**config.mk**
```make
export PLATFORM = sky130hd
export DESIGN_NAME = if_fetch_ctrl
export DESIGN_NICKNAME = d
export VERILOG_FILES = /design/src/rtl/if_fetch_ctrl.sv
export SDC_FILE = /design/constraint.sdc
export NUM_CORES = 1
export LEC_CHECK = 0
export CORE_ASPECT_RATIO = 2
export CORE_MARGIN = 3
export CORE_UTILIZATION = 53
export CTS_CLUSTER_DIAMETER = 150
export DETAILED_ROUTE_END_ITERATION = 16
export PLACE_DENSITY = 0.89
export SYNTH_ARGS = -nofsm -noshare
export SYNTH_HDL_FRONTEND = slang
export SYNTH_SLANG_ARGS = --single-unit
export TNS_END_PERCENT = 50
```
**constraint.sdc**
```tcl
create_clock -name clk -period 9 [get_ports clk]
set_input_delay 0.9 -clock clk [delete_from_list [all_inputs] [get_ports clk]]
set_output_delay 0.9 -clock clk [all_outputs]
set_load 0.01 [all_outputs]
```
**src/rtl/if_fetch_ctrl.sv**
```systemverilog
// Instruction-fetch controller: owns the PC, fetches from a combinational
// instruction memory and buffers words toward decode in a small queue.
module if_fetch_ctrl #(
  parameter logic [31:0] RESET_PC   = 32'h0000_3000,
  parameter logic [31:0] EXC_VECTOR = 32'h0000_4180,
  parameter int unsigned DEPTH      = 2
) (
  input  logic        clk,
  input  logic        reset,
  output logic [9:0]  cur_pc,
  input  logic [31:0] IF_instruction,
  output logic [31:0] if_pc,
  output logic        id_valid,
  input  logic        id_ready,
  output logic [31:0] id_instr,
  output logic [31:0] id_pc,
  output logic        id_fault,
  input  logic        redirect_valid,
  input  logic [31:0] redirect_target,
  input  logic        exc_req,
  input  logic        halt_req,
  output logic [1:0]  fetch_state
);

  localparam int unsigned PW = $clog2(DEPTH);
  localparam int unsigned CW = PW + 1;
  localparam logic [CW-1:0] DEPTH_C = CW'(DEPTH);

  // state | meaning: RUN fetching | FULL queue full, no fetch | HALTED stopped until flush
  typedef enum logic [1:0] {
    ST_RUN    = 2'd0,
    ST_FULL   = 2'd1,
    ST_HALTED = 2'd2
  } state_t;

  state_t         state_q, state_d;
  logic [31:0]    pc_q, pc_d;
  logic [PW-1:0]  head_q, head_d, tail_q, tail_d;
  logic [CW-1:0]  count_q, count_d;
  logic [31:0]    qpc_q    [DEPTH];
  logic [31:0]    qinstr_q [DEPTH];
  logic           qfault_q [DEPTH];

  logic           id_valid_q, id_valid_d;
  logic [31:0]    id_instr_q, id_instr_d;
  logic [31:0]    id_pc_q, id_pc_d;
  logic           id_fault_q, id_fault_d;

  logic           flush, pop, enq, misaligned, head_from_enq;
  logic [31:0]    enq_instr;

  always_comb begin
    flush      = exc_req | redirect_valid;
    pop        = id_valid_q & id_ready;
    misaligned = (pc_q[1:0] != 2'b00);
    enq        = (state_q == ST_RUN) && ((count_q < DEPTH_C) || pop) && !flush && !halt_req;
    enq_instr  = misaligned ? 32'h0 : IF_instruction;

    pc_d    = pc_q;
    state_d = state_q;
    head_d  = head_q;
    tail_d  = tail_q;
    count_d = count_q;

    if (flush) begin
      head_d  = '0;
      tail_d  = '0;
      count_d = '0;
      pc_d    = exc_req ? EXC_VECTOR : redirect_target;
      state_d = ST_RUN;
    end else begin
      if (pop) head_d = head_q + 1'b1;
      if (enq) tail_d = tail_q + 1'b1;
      count_d = count_q + CW'(enq) - CW'(pop);
      if (enq && !misaligned) pc_d = pc_q + 32'd4;

      unique case (state_q)
        ST_RUN: begin
          if (halt_req || (enq && misaligned)) state_d = ST_HALTED;
          else if (count_d == DEPTH_C)         state_d = ST_FULL;
        end
        ST_FULL: begin
          if (halt_req) state_d = ST_HALTED;
          else if (pop) state_d = ST_RUN;
        end
        default: state_d = state_q;
      endcase
    end

    // The new head may be the word being written this cycle.
    head_from_enq = enq && (count_q == CW'(pop));
    id_valid_d    = (count_d != '0);
    id_pc_d       = id_pc_q;
    id_instr_d    = 32'h0;
    id_fault_d    = 1'b0;
    if (id_valid_d) begin
      id_pc_d    = head_from_enq ? pc_q       : qpc_q[head_d];
      id_instr_d = head_from_enq ? enq_instr  : qinstr_q[head_d];
      id_fault_d = head_from_enq ? misaligned : qfault_q[head_d];
    end
  end

  always_ff @(posedge clk) begin
    if (reset) begin
      state_q    <= ST_RUN;
      pc_q       <= RESET_PC;
      head_q     <= '0;
      tail_q     <= '0;
      count_q    <= '0;
      id_valid_q <= 1'b0;
      id_instr_q <= 32'h0;
      id_pc_q    <= 32'h0;
      id_fault_q <= 1'b0;
    end else begin
      state_q    <= state_d;
      pc_q       <= pc_d;
      head_q     <= head_d;
      tail_q     <= tail_d;
      count_q    <= count_d;
      id_valid_q <= id_valid_d;
      id_instr_q <= id_instr_d;
      id_pc_q    <= id_pc_d;
      id_fault_q <= id_fault_d;
      if (enq) begin
        qpc_q[tail_q]    <= pc_q;
        qinstr_q[tail_q] <= enq_instr;
        qfault_q[tail_q] <= misaligned;
      end
    end
  end

  assign cur_pc      = pc_q[11:2];
  assign if_pc       = pc_q;
  assign id_valid    = id_valid_q;
  assign id_instr    = id_instr_q;
  assign id_pc       = id_pc_q;
  assign id_fault    = id_fault_q;
  assign fetch_state = state_q;

endmodule
```
* Word-level counts from Yosys, hierarchy flattened
Memories as Yosys holds them, arrays and structs flattened. Cells that the tools add are included.
Operators by class: add/subtract/negate cells 5, multiply operators 0, divide/modulo/power cells 0, $lt $le $gt $ge 1, eq/ne operators 5, shift-type cells 0, mux-type cells 18, bitwise logic cells 3, reductions and logical operators 19
Operators by type and width (number):
- 2-to-1 mux 32 bit | 6
- adder 32 x 3 -> 32 bit (second input constant) | 1
- 2-to-1 mux 2 bit | 5
- nonzero test 2 bit | 4
- logical AND 1 bit | 6
- 2-to-1 mux 1 bit | 6
- case mux 2 bit (2 select lines) | 1
- OR reduction 2 bit | 2
- zero test 1 bit | 3
- inequality test 3 x 1 -> 1 bit (second input constant) | 1
- inequality test 3 bit (second input constant) | 1
- AND reduction 3 bit | 1
- adder 1 bit (second input constant) | 2
- adder 2 x 1 -> 2 bit | 1
- == test 2 x 1 -> 1 bit | 1
- == test 2 x 1 -> 1 bit (second input constant) | 1
- == test 2 bit (second input constant) | 1
- zero test 2 bit | 1
- logical OR 1 bit | 2
- less-than comparator 2 bit (second input constant) | 1
- subtractor 2 x 1 -> 2 bit | 1
- bitwise AND 1 bit | 1
- inverter 1 bit | 1
- OR 1 bit | 1
Storage, ports and cells: register bits after elaboration 104, latch bits 0, memory bits (writable) 130, bits in read-only memories 0, input bits 70, output and inout bits 110, logic and storage cells 63, memories 3
Memory list:
- qinstr_q | words 2, bits a word 32, rd ports 1, clocked after Yosys merged registers in 0, wr ports 1, RTL line 41 | logic [31:0] qinstr_q [DEPTH];
- qpc_q | words 2, bits a word 32, rd ports 1, clocked after Yosys merged registers in 0, wr ports 1, RTL line 40 | logic [31:0] qpc_q [DEPTH];
- qfault_q | words 2, bits a word 1, rd ports 1, clocked after Yosys merged registers in 0, wr ports 1, RTL line 42 | logic qfault_q [DEPTH];

* Logic depth before layout (Yosys ltp)
Gate-level depths: netlist (run 1).
depth in word-level cells 11, gate-level depth with buffers 13, gate-level depth less buffers 11

* Worst setup path after synthesis (run 1)
Ideal clock, no wire load.
path type input to register, start input port reset, end memory qfault_q[1] (enable), arrival time 6.091 ns, slack 2.328 ns, stages on the path 3, cell sequence clkbuf_1 clkbuf_1 nor3b_1
Between the ends: word-level cells in the longest chain between the ends 2
RTL lines:
- from (decl) | RTL line 9 | input logic reset,
- 2-to-1 mux 1 bit | RTL line 104 | if (reset) begin
- 2-to-1 mux 1 bit (not written as such) | RTL line 127 | qfault_q[tail_q] <= misaligned;
- to (decl) | RTL line 42
No other way between the ends.

* Worst setup path after layout (run 1)
start input port redirect_valid, end register id_pc_q[0] (netlist: id_pc[0])
Between the ends: word-level cells in the longest chain between the ends 8, elaborated cells on any way between the ends 12, classes of those cells add/sub (2); mux (3); bitwise (1); reduce/logical (5); memory (1)
RTL lines:
- from (decl) | RTL line 18 | input logic redirect_valid,
- OR 1 bit (*) | RTL line 53 | flush = exc_req | redirect_valid;
- zero test 1 bit | RTL line 56 | enq = (state_q == ST_RUN) && ((count_q < DEPTH_C) || pop) && !flush && !halt_req;
- logical AND 1 bit (2 in a row) | RTL line 56
- adder 2 x 1 -> 2 bit | RTL line 74 | count_d = count_q + CW'(enq) - CW'(pop);
- subtractor 2 x 1 -> 2 bit | RTL line 74
- 2-to-1 mux 2 bit | RTL line 65 | if (flush) begin
- nonzero test 2 bit | RTL line 92 | id_valid_d = (count_d != '0);
- to (signal assigned) | RTL line 122 | id_pc_q <= id_pc_d;
- to (decl) | RTL line 46 | logic [31:0] id_pc_q, id_pc_d;
Mark *: on every way between the ends. The rest lies on a longest branch, timed or not. A chain may end at the register's enable or synchronous reset.

==> impl_metrics.csv, run 1 <==
group,metric,value,unit
pwr,p_int,1740,uW
clock_tree,clockRootBuffer,"clkbuf_16",
placement,io_buffers,179,
drt,ant_nets,0,
drt,drt-initial-drc-count,371,
timing,finalCritPeriodShare,48.4,%
worst_setup_path,crit_path_max_incr_delay,0.94,ns
die,die_w,103,um
pwr,pwr-share-seq,52.6,%
die,core_area,18300,um^2
timing,rsz0062_at_grt,"false",
pwr,swShare,21.2,%
final_layout,layout_common_cells,"clkdlybuf4s50_1, edfxtp_1, dfxtp_1",
worst_setup_path,cp_top_family,"buffers and inverters",
logic_synthesis,synth_top_cell_by_area,"edfxtp_1",
logic_synthesis,synth_edf_count,130,
logic_synthesis,yosysWarningCount,0,
pwr,peakVddDrop,0.112,mV
clock_tree,cts_tree,"done",
logic_synthesis,synth_cell_types,65,
logic_synthesis,syn-num-nets,852,
timing,finalSetupViolCount,0,
drt,wire_per_inst,20.0,um
final_layout,nNetsFinal,999,
logic_synthesis,ys.flop_type,"edfxtp_1",
logic_synthesis,yosysSeqAreaShare,60.6,%
die,ios,180,
global_routing,grt.total_usage,22.2,%
timing,finalHoldViolations,0,
global_routing,grt_pass1_vias,6701,
clock_tree,ctsResizeCount,0,
status,status,"completed",
die,fp.dieH,199,um
final_layout,area_delta_synth_final,25.1,%
pwr,cellLeakagePower,0.00435,uW
clock_tree,clockBufferDepth,3,
logic_synthesis,syn_avg_cell_area,12.7,um^2
final_layout,drive_above_1_share,11.8,%
global_routing,gr-total-overflow,0,
global_routing,use_met2,39.7,%
final_layout,nFillCells,1278,
global_routing,grt_max_degree,67,
clock_tree,cts_setup_buffers,0,
logic_synthesis,synth.area.top_cells,"edfxtp_1, dfxtp_1, mux2i_1",
timing,fin_worst_skew,0.0121,ns
drt,finalWirelength,23.1,mm
worst_setup_path,cp.required,9.35,ns
drt,drc,0,
worst_setup_path,cp_slowest_cell,"clkdlybuf4s50_1",
worst_setup_path,cp.arrival,4.70,ns
clock_tree,cts.clk_slew.worst_paths,0.07,ns
timing,max-slew-margin-rel,15.9,%
timing,maxSlewViolCount,0,
logic_synthesis,syn_inst,779,
global_routing,gr-usage-met1,26.0,%
final_layout,antenna_cells,0,
worst_setup_path,cp_cell_sequence,"clkdlybuf4s50_1 -> or2_1 -> a21oi_4 -> buf_4 -> mux2_2 -> mux2i_1 -> o2bb2ai_1",
global_routing,use_met3,2.32,%
timing,max_freq,0.230,GHz
placement,pre_cts_ws,4.11,ns
die,start_util,53.9,%
pwr,p_clk_share,40.8,%
die,dieArea,20400,um^2
timing,tightest_slew,1.26,ns
pwr,combPwrFrac,6.6,%
clock_tree,worstSkewPairLatency,0.49,ns
worst_setup_path,critPathMaxFanout,34,
timing,finalSetupTns,0,ns
global_routing,grt_antenna_before_repair,0,
logic_synthesis,netlist_area,9870,um^2
timing,setup_ws,4.65,ns
global_routing,grt_pass1_wl,35.2,mm
worst_setup_path,worst-setup-path-type,"in -> reg",
pwr,p_per_area,179,nW/um^2
min_path,hold_path_class,"reg -> reg",
global_routing,top_usage_layer,"met2",
worst_setup_path,critPathBufInv,2,
clock_tree,numCtsBuffers,20,
logic_synthesis,ys_ff_latch,234,
timing,period_minus_slack,4.35,ns
drt,routed_via_density,5.93,
pwr,switching_power,467,uW
worst_setup_path,start_kind,"input pin",
clock_tree,htree_levels,1,
die,num_rows,70,
logic_synthesis,yosysTopAreaCellShare,39.5,%
drt,firstDrtPassIters,5,
drt,via_count,6855,
worst_setup_path,end_kind,"flip-flop",
final_layout,final_common_cell,"clkdlybuf4s50_1",
clock_tree,cts_sinks,234,
placement,dp_hpwl,15.5,mm
placement,place_congestion,0.908,
logic_synthesis,synth-async-reset-ratio,0,%
run,max-cap-violations,0,
clock_tree,hold_buffers,0,
## routing by layer
layer	part of all wire (%)	routed length, um
met4	3.6	842
met5	0	0
met3	4.9	1130
met1	38	8690
met2	54	12500
## flip-flops by register name, indices dropped and copies added (netlist names), 2 cells and up
register	flops
qinstr_q	64
qpc_q	64
id_instr	32
id_pc	32
if_pc	32
count_q	2
fetch_state	2
qfault_q	2
## synth_stat cells, types with 2 or more instances
master     count
edfxtp_1     130
dfxtp_1      104
mux2i_1       73
nor2_1        58
nand2_1       39
and2_1        37
mux2_2        32
o2bb2ai_1     32
a21oi_1       26
a211oi_1      20
a211oi_2      20
clkbuf_1      20
o21ai_0       18
nand3_1       15
nor3_1        15
buf_4         13
buf_2         11
nand4_1       11
buf_6          7
and3_1         6
inv_1          6
or3_1          6
buf_1          5
nor4_1         5
xnor2_1        5
xor2_1         5
a22o_1         3
and4_1         3
clkbuf_2       3
ha_1           3
nand2b_1       3
or2_2          3
a21bo_2        2
a22oi_1        2
nand3_2        2
nor4_2         2
o211ai_1       2
o21a_1         2
o21ai_1        2
o221ai_1       2
or4_1          2
## stage by stage
| stage | cell area [um^2] | hold WS, ns | std cells | util (%) | power [uW] |
|---|---|---|---|---|---|
| floorplan | 9870 | 0.493 | 779 | - | 1250 |
| global placement | 11700 | 0.445 | 1120 | 63.7 | 1330 |
| detailed placement | 11700 | 0.449 | 1120 | 63.7 | 1330 |
| CTS | 12300 | 0.473 | 1156 | 67.4 | 2220 |
| global route | 12300 | 0.478 | 1156 | 67.4 | 2260 |
| finish | 12300 | 0.470 | 1156 | 67.4 | 2210 |
## kinds of logic after synthesis
family | synth area share [%]
AOI/OAI and AO/OA | 11.3
xor gates and xnor gates | 0.887
adders and majority gates | 0.380
buffers and inverters | 4.03
DFF | 60.6
muxes | 11.1
and+or+nand+nor | 11.7
## worst paths after layout
| kind | end | cells past startpoint | slack (ns) | from |
|---|---|---|---|---|
| worst min-delay path | id_pc[16] | 1 | 0.47 | id_pc[16] |
| worst min register to register | id_pc[16] | 1 | 0.47 | id_pc[16] |
| worst max register to register | id_pc[0] | 6 | 5.92 | id_valid |
| worst max-delay path | id_pc[0] | 7 | 4.65 | redirect_valid |
## cell type report
| class | instances | area, um^2 | area share (%) |
|---|---|---|---|
| Sequential cell | 234 | 5990 | 48.5 |
| Inverter | 6 | 22.5 | 0.182 |
| Multi-Input combinational cell | 478 | 3530 | 28.6 |
| Clock inverter | 10 | 138 | 1.11 |
| Timing Repair Buffer | 186 | 1840 | 14.9 |
| Clock buffer | 26 | 554 | 4.49 |
| Tap cell | 216 | 270 | 2.19 |
## power by group through the flow
stage	clock network (uW)	logic (uW)	registers [uW]
4_1_cts	912	146	1160
2_1_floorplan	0	73.0	1180
5_1_grt	943	157	1160
6_report	899	146	1160
3_3_place_gp	0	142	1180
3_5_place_dp	0	145	1180
Note: power is estimated with default switching activity, not from simulation.
==> run 2, diff against run 1 <==
--- a/config.mk
+++ b/config.mk
@@ -7,10 +7,10 @@
 export LEC_CHECK = 0
 export CORE_ASPECT_RATIO = 2
 export CORE_MARGIN = 3
-export CORE_UTILIZATION = 53
+export CORE_UTILIZATION = 47
 export CTS_CLUSTER_DIAMETER = 150
 export DETAILED_ROUTE_END_ITERATION = 16
-export PLACE_DENSITY = 0.89
+export PLACE_DENSITY = 0.84
 export SYNTH_ARGS = -nofsm -noshare
 export SYNTH_HDL_FRONTEND = slang
 export SYNTH_SLANG_ARGS = --single-unit
==> constraint.sdc (replaced) <==
create_clock -name clk -period 3.83 [get_ports clk]
set_input_delay 0.383 -clock clk [delete_from_list [all_inputs] [get_ports clk]]
set_output_delay 0.383 -clock clk [all_outputs]
set_load 0.01 [all_outputs]
==> run 2 against run 1 <==
Net effect: sequential share of layout area is 0.93 points lower; via count is 1.2% lower; wire length is 4.6% higher; register-to-register slack worse by 5.0 ns; clock-buffer cell count is 1 higher; worst hold slack worse by 0.023 ns; die area is 12% higher; flip-flop and latch count stayed put; setup slack worse by 3.7 ns; global-route usage is 1.2 points lower; clock power is 140% higher; cell count is 5.4% higher.
==> impl_metrics.csv, run 2 (synthesis results as in run 1) <==
group,metric,value,unit
min_path,hold_depth,3,
clock_tree,cts.clk_slew.worst_paths,0.07,ns
placement,dp_hpwl,16.4,mm
worst_setup_path,r2r_slack,0.96,ns
worst_setup_path,start_kind,"flip-flop",
drt,finalWirelength,24.2,mm
final_layout,postLayoutCellArea,12600,um^2
drt,firstDrtPassIters,4,
drt,drc,0,
worst_setup_path,end_kind,"flip-flop",
worst_setup_path,cpMostUsedCell,"ha_1",
drt,ant_nets,0,
global_routing,grt_antenna_before_repair,1,
timing,fin_worst_skew,0.0141,ns
global_routing,gr-total-overflow,0,
run,max-cap-violations,0,
pwr,p_total,5230,uW
die,die_w,108,um
drt,via_count,6776,
worst_setup_path,cp_cell_sequence,"nor3_2 -> nand3_2 -> ha_1 -> inv_1 -> ha_1 -> xor2_1 -> xnor2_1 -> nand2b_1 -> nand2_4 -> buf_4 -> o2bb2ai_1",
final_layout,drive_above_1_share,13.1,%
min_path,min_delay_worst_endpoint,"if_pc[15]",
clock_tree,cts_setup_buffers,0,
pwr,cellLeakagePower,0.00445,uW
final_layout,nNetsFinal,1011,
die,start_util,48.0,%
clock_tree,ctsResizeCount,0,
worst_setup_path,worst-setup-path-type,"reg -> reg",
timing,finalHoldViolations,0,
final_layout,register_area,5990,um^2
worst_setup_path,crit_path_max_incr_delay,0.41,ns
min_path,hold_path_class,"in -> reg",
timing,max-slew-margin-rel,41.8,%
global_routing,grt_pass1_wl,37.7,mm
worst_setup_path,cp.arrival,3.24,ns
drt,drt-initial-drc-count,365,
timing,tightest_slew,0.873,ns
placement,placed_cells,1181,
final_layout,area_delta_synth_final,27.5,%
placement,placed_cell_area,11900,um^2
clock_tree,clockRootBuffer,"clkbuf_16",
worst_setup_path,cp_slowest_cell,"nand2_4",
clock_tree,cts_sinks,234,
clock_tree,htree_levels,1,
timing,rsz0062_at_grt,"false",
global_routing,grt.total_usage,21.0,%
worst_setup_path,cp.required,4.20,ns
global_routing,grt_pass1_vias,6961,
placement,io_buffers,179,
final_layout,layout_common_cells,"clkdlybuf4s50_1, edfxtp_1, dfxtp_1",
min_path,hold_start,"redirect_target[15]",
timing,maxSlewViolCount,0,
timing,finalSetupTns,0,ns
final_layout,reg_top3,"qinstr_q (64), qpc_q (64)",
drt,routed_via_density,5.56,
pwr,p_per_area,416,nW/um^2
placement,place_congestion,0.878,
die,fp.dieH,211,um
timing,finalCritPeriodShare,74.9,%
worst_setup_path,critPathMaxFanout,30,
timing,max_freq,0.349,GHz
final_layout,final_common_cell,"clkdlybuf4s50_1",
worst_setup_path,rr_startpoint,"fetch_state[0]",
timing,finalSetupViolCount,0,
worst_setup_path,ff2ff_path_depth,11,
clock_tree,hold_buffers,0,
final_layout,finalNonFillerCells,1219,
die,num_rows,74,
die,ios,180,
die,dieArea,22900,um^2
timing,period_minus_slack,2.87,ns
worst_setup_path,critPathLaunch,"fetch_state[0]",
clock_tree,cts_tree,"done",
final_layout,nFillCells,1613,
status,status,"completed",
global_routing,grt_max_degree,66,
final_layout,multi_input_area,3540,um^2
die,core_area,20600,um^2
clock_tree,numCtsBuffers,21,
drt,wire_per_inst,19.9,um
pwr,peakVddDrop,0.235,mV
clock_tree,clockBufferDepth,3,
worst_setup_path,r2r_end,"id_pc[23]",
clock_tree,worstSkewPairLatency,0.49,ns
## run 2: changes by cell type in the layout (fill, tap and decap cells not counted), moves of 2 or more
| cell | change |
|---|---|
| inv_4 | +2 |
| clkbuf_1 | -2 |
| buf_4 | +6 |
| clkbuf_8 | +2 |
| buf_12 | +5 |
## run 2: metrics by stage
stage	setup slack, ns	utilization, %	hold slack (ns)
2_1_floorplan	0.721	-	0.492
3_3_place_gp	0.655	57.8	0.446
3_5_place_dp	0.542	57.8	0.452
4_1_cts	0.967	61.2	0.432
5_1_grt	0.705	61.2	0.474
6_report	0.961	61.2	0.448
## run 2: how the worst max path moves through the flow
stage | end | cells after the start
after floorplan | qfault_q[0] | 4
after CTS | id_pc[11] | 11
after detailed placement | id_pc[23] | 12
final | id_pc[23] | 11
after global routing | id_pc[11] | 11
after global placement | id_pc[20] | 12
## run 2: critical path: cells and delay by family, from the launching register on
family	cells	cell delay, ns
buf+inv	2	0.34
compound gates	1	0.10
flops	1	0.35
simple gates	4	1.08
fa+ha+maj	2	0.49
xor+xnor	2	0.37
## run 2: layout make-up
type                    instances  area share [%]
flip-flops and latches        234            47.6
repair buffers                197            15.8
clock inverters                10           0.875
multi-input cells             478            28.2
clock buffers                  27            4.76
inverters                       6           0.179
diodes                          1          0.0199
well taps                     266            2.64
## run 2: metal layers
layer	track usage (%)	share of wire [%]
met5	0	0
met4	9.37	4.1
met3	2.45	5.2
met2	38.8	54
met1	23.7	36
## run 2: report_power, final
part / switching, uW / internal, uW / total (uW) / leakage [uW]
clock network: 902 / 1250 / 2150 / 0.000352
logic: 182 / 176 / 357 / 0.00202
registers: 41.5 / 2680 / 2720 / 0.00207
total: 1120 / 4110 / 5230 / 0.00445
==> run 3, diff against run 2 <==
==> constraint.sdc (replaced) <==
create_clock -name clk -period 2.5 [get_ports clk]
set_input_delay 0.25 -clock clk [delete_from_list [all_inputs] [get_ports clk]]
set_output_delay 0.25 -clock clk [all_outputs]
set_load 0.01 [all_outputs]
==> run 3 against run 2 <==
Net effect: worst hold slack worse by 0.14 ns; register-to-register slack worse by 0.80 ns; via count is 3.8% higher; critical endpoint is now id_pc[20]; largest cell class unchanged.
==> impl_metrics.csv, run 3 (synthesis results as in run 1) <==
group,metric,value,unit
die,start_util,48.0,%
worst_setup_path,cp.required,2.92,ns
run,max-cap-violations,0,
timing,max_freq,0.428,GHz
timing,rsz0062_at_grt,"false",
placement,place_congestion,0.917,
die,fp.dieH,211,um
timing,finalHoldViolations,0,
clock_tree,clockRootBuffer,"clkbuf_16",
clock_tree,htree_levels,1,
final_layout,reg_top3,"qinstr_q (64), qpc_q (64)",
timing,finalCritPeriodShare,93.4,%
drt,routed_via_density,5.60,
final_layout,fin_util,63.3,%
global_routing,use_met3,2.48,%
drt,firstDrtPassIters,4,
die,ios,180,
clock_tree,cts_sinks,234,
pwr,peakVddDrop,0.356,mV
min_path,hold_path_class,"in -> reg",
timing,fin_worst_skew,0.0151,ns
final_layout,final_common_cell,"clkdlybuf4s50_1",
global_routing,top_usage_layer,"met2",
status,status,"completed",
final_layout,area_delta_synth_final,31.8,%
drt,drc,0,
final_layout,drive_above_1_share,16.4,%
placement,dp_hpwl,17.5,mm
clock_tree,hold_buffers,0,
global_routing,grt_max_degree,45,
drt,ant_nets,0,
worst_setup_path,worst-setup-path-type,"reg -> reg",
drt,wire_per_inst,20.1,um
die,num_rows,74,
clock_tree,cts_setup_buffers,0,
global_routing,grt.total_usage,21.8,%
timing,setup_ws,0.165,ns
drt,finalWirelength,25.2,mm
pwr,p_per_area,642,nW/um^2
worst_setup_path,end_kind,"flip-flop",
die,dieArea,22900,um^2
global_routing,gr-total-overflow,0,
drt,drt-initial-drc-count,418,
placement,io_buffers,179,
global_routing,grt_antenna_before_repair,1,
clock_tree,clockBufferDepth,3,
clock_tree,numCtsBuffers,21,
global_routing,use_met2,39.6,%
final_layout,layout_common_cells,"clkdlybuf4s50_1, edfxtp_1, dfxtp_1",
global_routing,grt_pass1_wl,38.8,mm
final_layout,nNetsFinal,1048,
die,core_area,20600,um^2
timing,maxSlewViolCount,0,
global_routing,grt_pass1_vias,7138,
timing,finalSetupViolCount,0,
timing,period_minus_slack,2.34,ns
worst_setup_path,critPathMaxFanout,20,
global_routing,gr-usage-met1,24.7,%
pwr,cellLeakagePower,0.00468,uW
drt,via_count,7036,
clock_tree,cts_tree,"done",
placement,pre_cts_ws,-0.165,ns
worst_setup_path,start_kind,"flip-flop",
timing,tightest_slew,0.654,ns
timing,max-slew-margin-rel,56.2,%
worst_setup_path,cp.arrival,2.76,ns
clock_tree,cts.clk_slew.worst_paths,0.07,ns
clock_tree,worstSkewPairLatency,0.50,ns
die,die_w,108,um
-- run 3: cell type report --
| class | count | area (um^2) |
|---|---|---|
| multi-input combinational | 478 | 3550 |
| clock inverter | 11 | 216 |
| antenna | 1 | 2.50 |
| inverter | 6 | 22.5 |
| tap | 266 | 333 |
| sequential | 234 | 5990 |
| clock buffer | 26 | 554 |
| fill | 1570 | 7550 |
| timing repair buffer | 234 | 2330 |
-- run 3: stage by stage --
step | instances | total power (uW) | TNS [ns] | cell area (um^2) | hold WS, ns
6_report | 1256 | 8350 | 0 | 13000 | 0.307
3_5_place_dp | 1218 | 4850 | -6.58 | 12200 | 0.451
5_1_grt | 1256 | 8580 | 0 | 13000 | 0.314
4_1_cts | 1255 | 8410 | 0 | 13000 | 0.290
3_3_place_gp | 1218 | 4840 | -2.30 | 12200 | 0.449
2_1_floorplan | 779 | 4520 | -51.96 | 9920 | 0.359
-- run 3: final timing paths --
kind	endpoint	slack [ns]	from	cells after the start
max	id_pc[20]	0.16	fetch_state[0]	11
min	if_pc[27]	0.31	redirect_target[27]	3
max reg2reg	id_pc[20]	0.16	fetch_state[0]	11
min reg2reg	id_pc[29]	0.47	id_pc[29]	1
-- run 3: what timing repair did --
action / 4_1_cts / 5_1_grt
setup endpoints to repair: 0 / 29
resized for setup: 0 / 2
endpoints found under the hold margin: 0 / 0
-- run 3: report_power, final --
group | switching, uW | internal (uW)
clock | 1370 | 2200
sequential | 45.3 | 4110
combinational | 313 | 302
-- run 3: per-layer routing --
layer / up-vias / part of all wire (%)
met5: - / 0
met3: 68 / 4.5
li1: 3289 / -
met4: 0 / 4.9
met1: 3429 / 36
met2: 250 / 54
-- run 3: worst max-delay path, stage by stage, from the launching register on --
cell       delay [ns]
dfxtp_2          0.35
nor3_4           0.21
nand3_2          0.10
ha_1             0.30
inv_1            0.06
ha_1             0.15
xor2_1           0.19
xnor2_1          0.17
nand2b_1         0.18
a21oi_4          0.21
buf_12           0.19
o2bb2ai_1        0.14
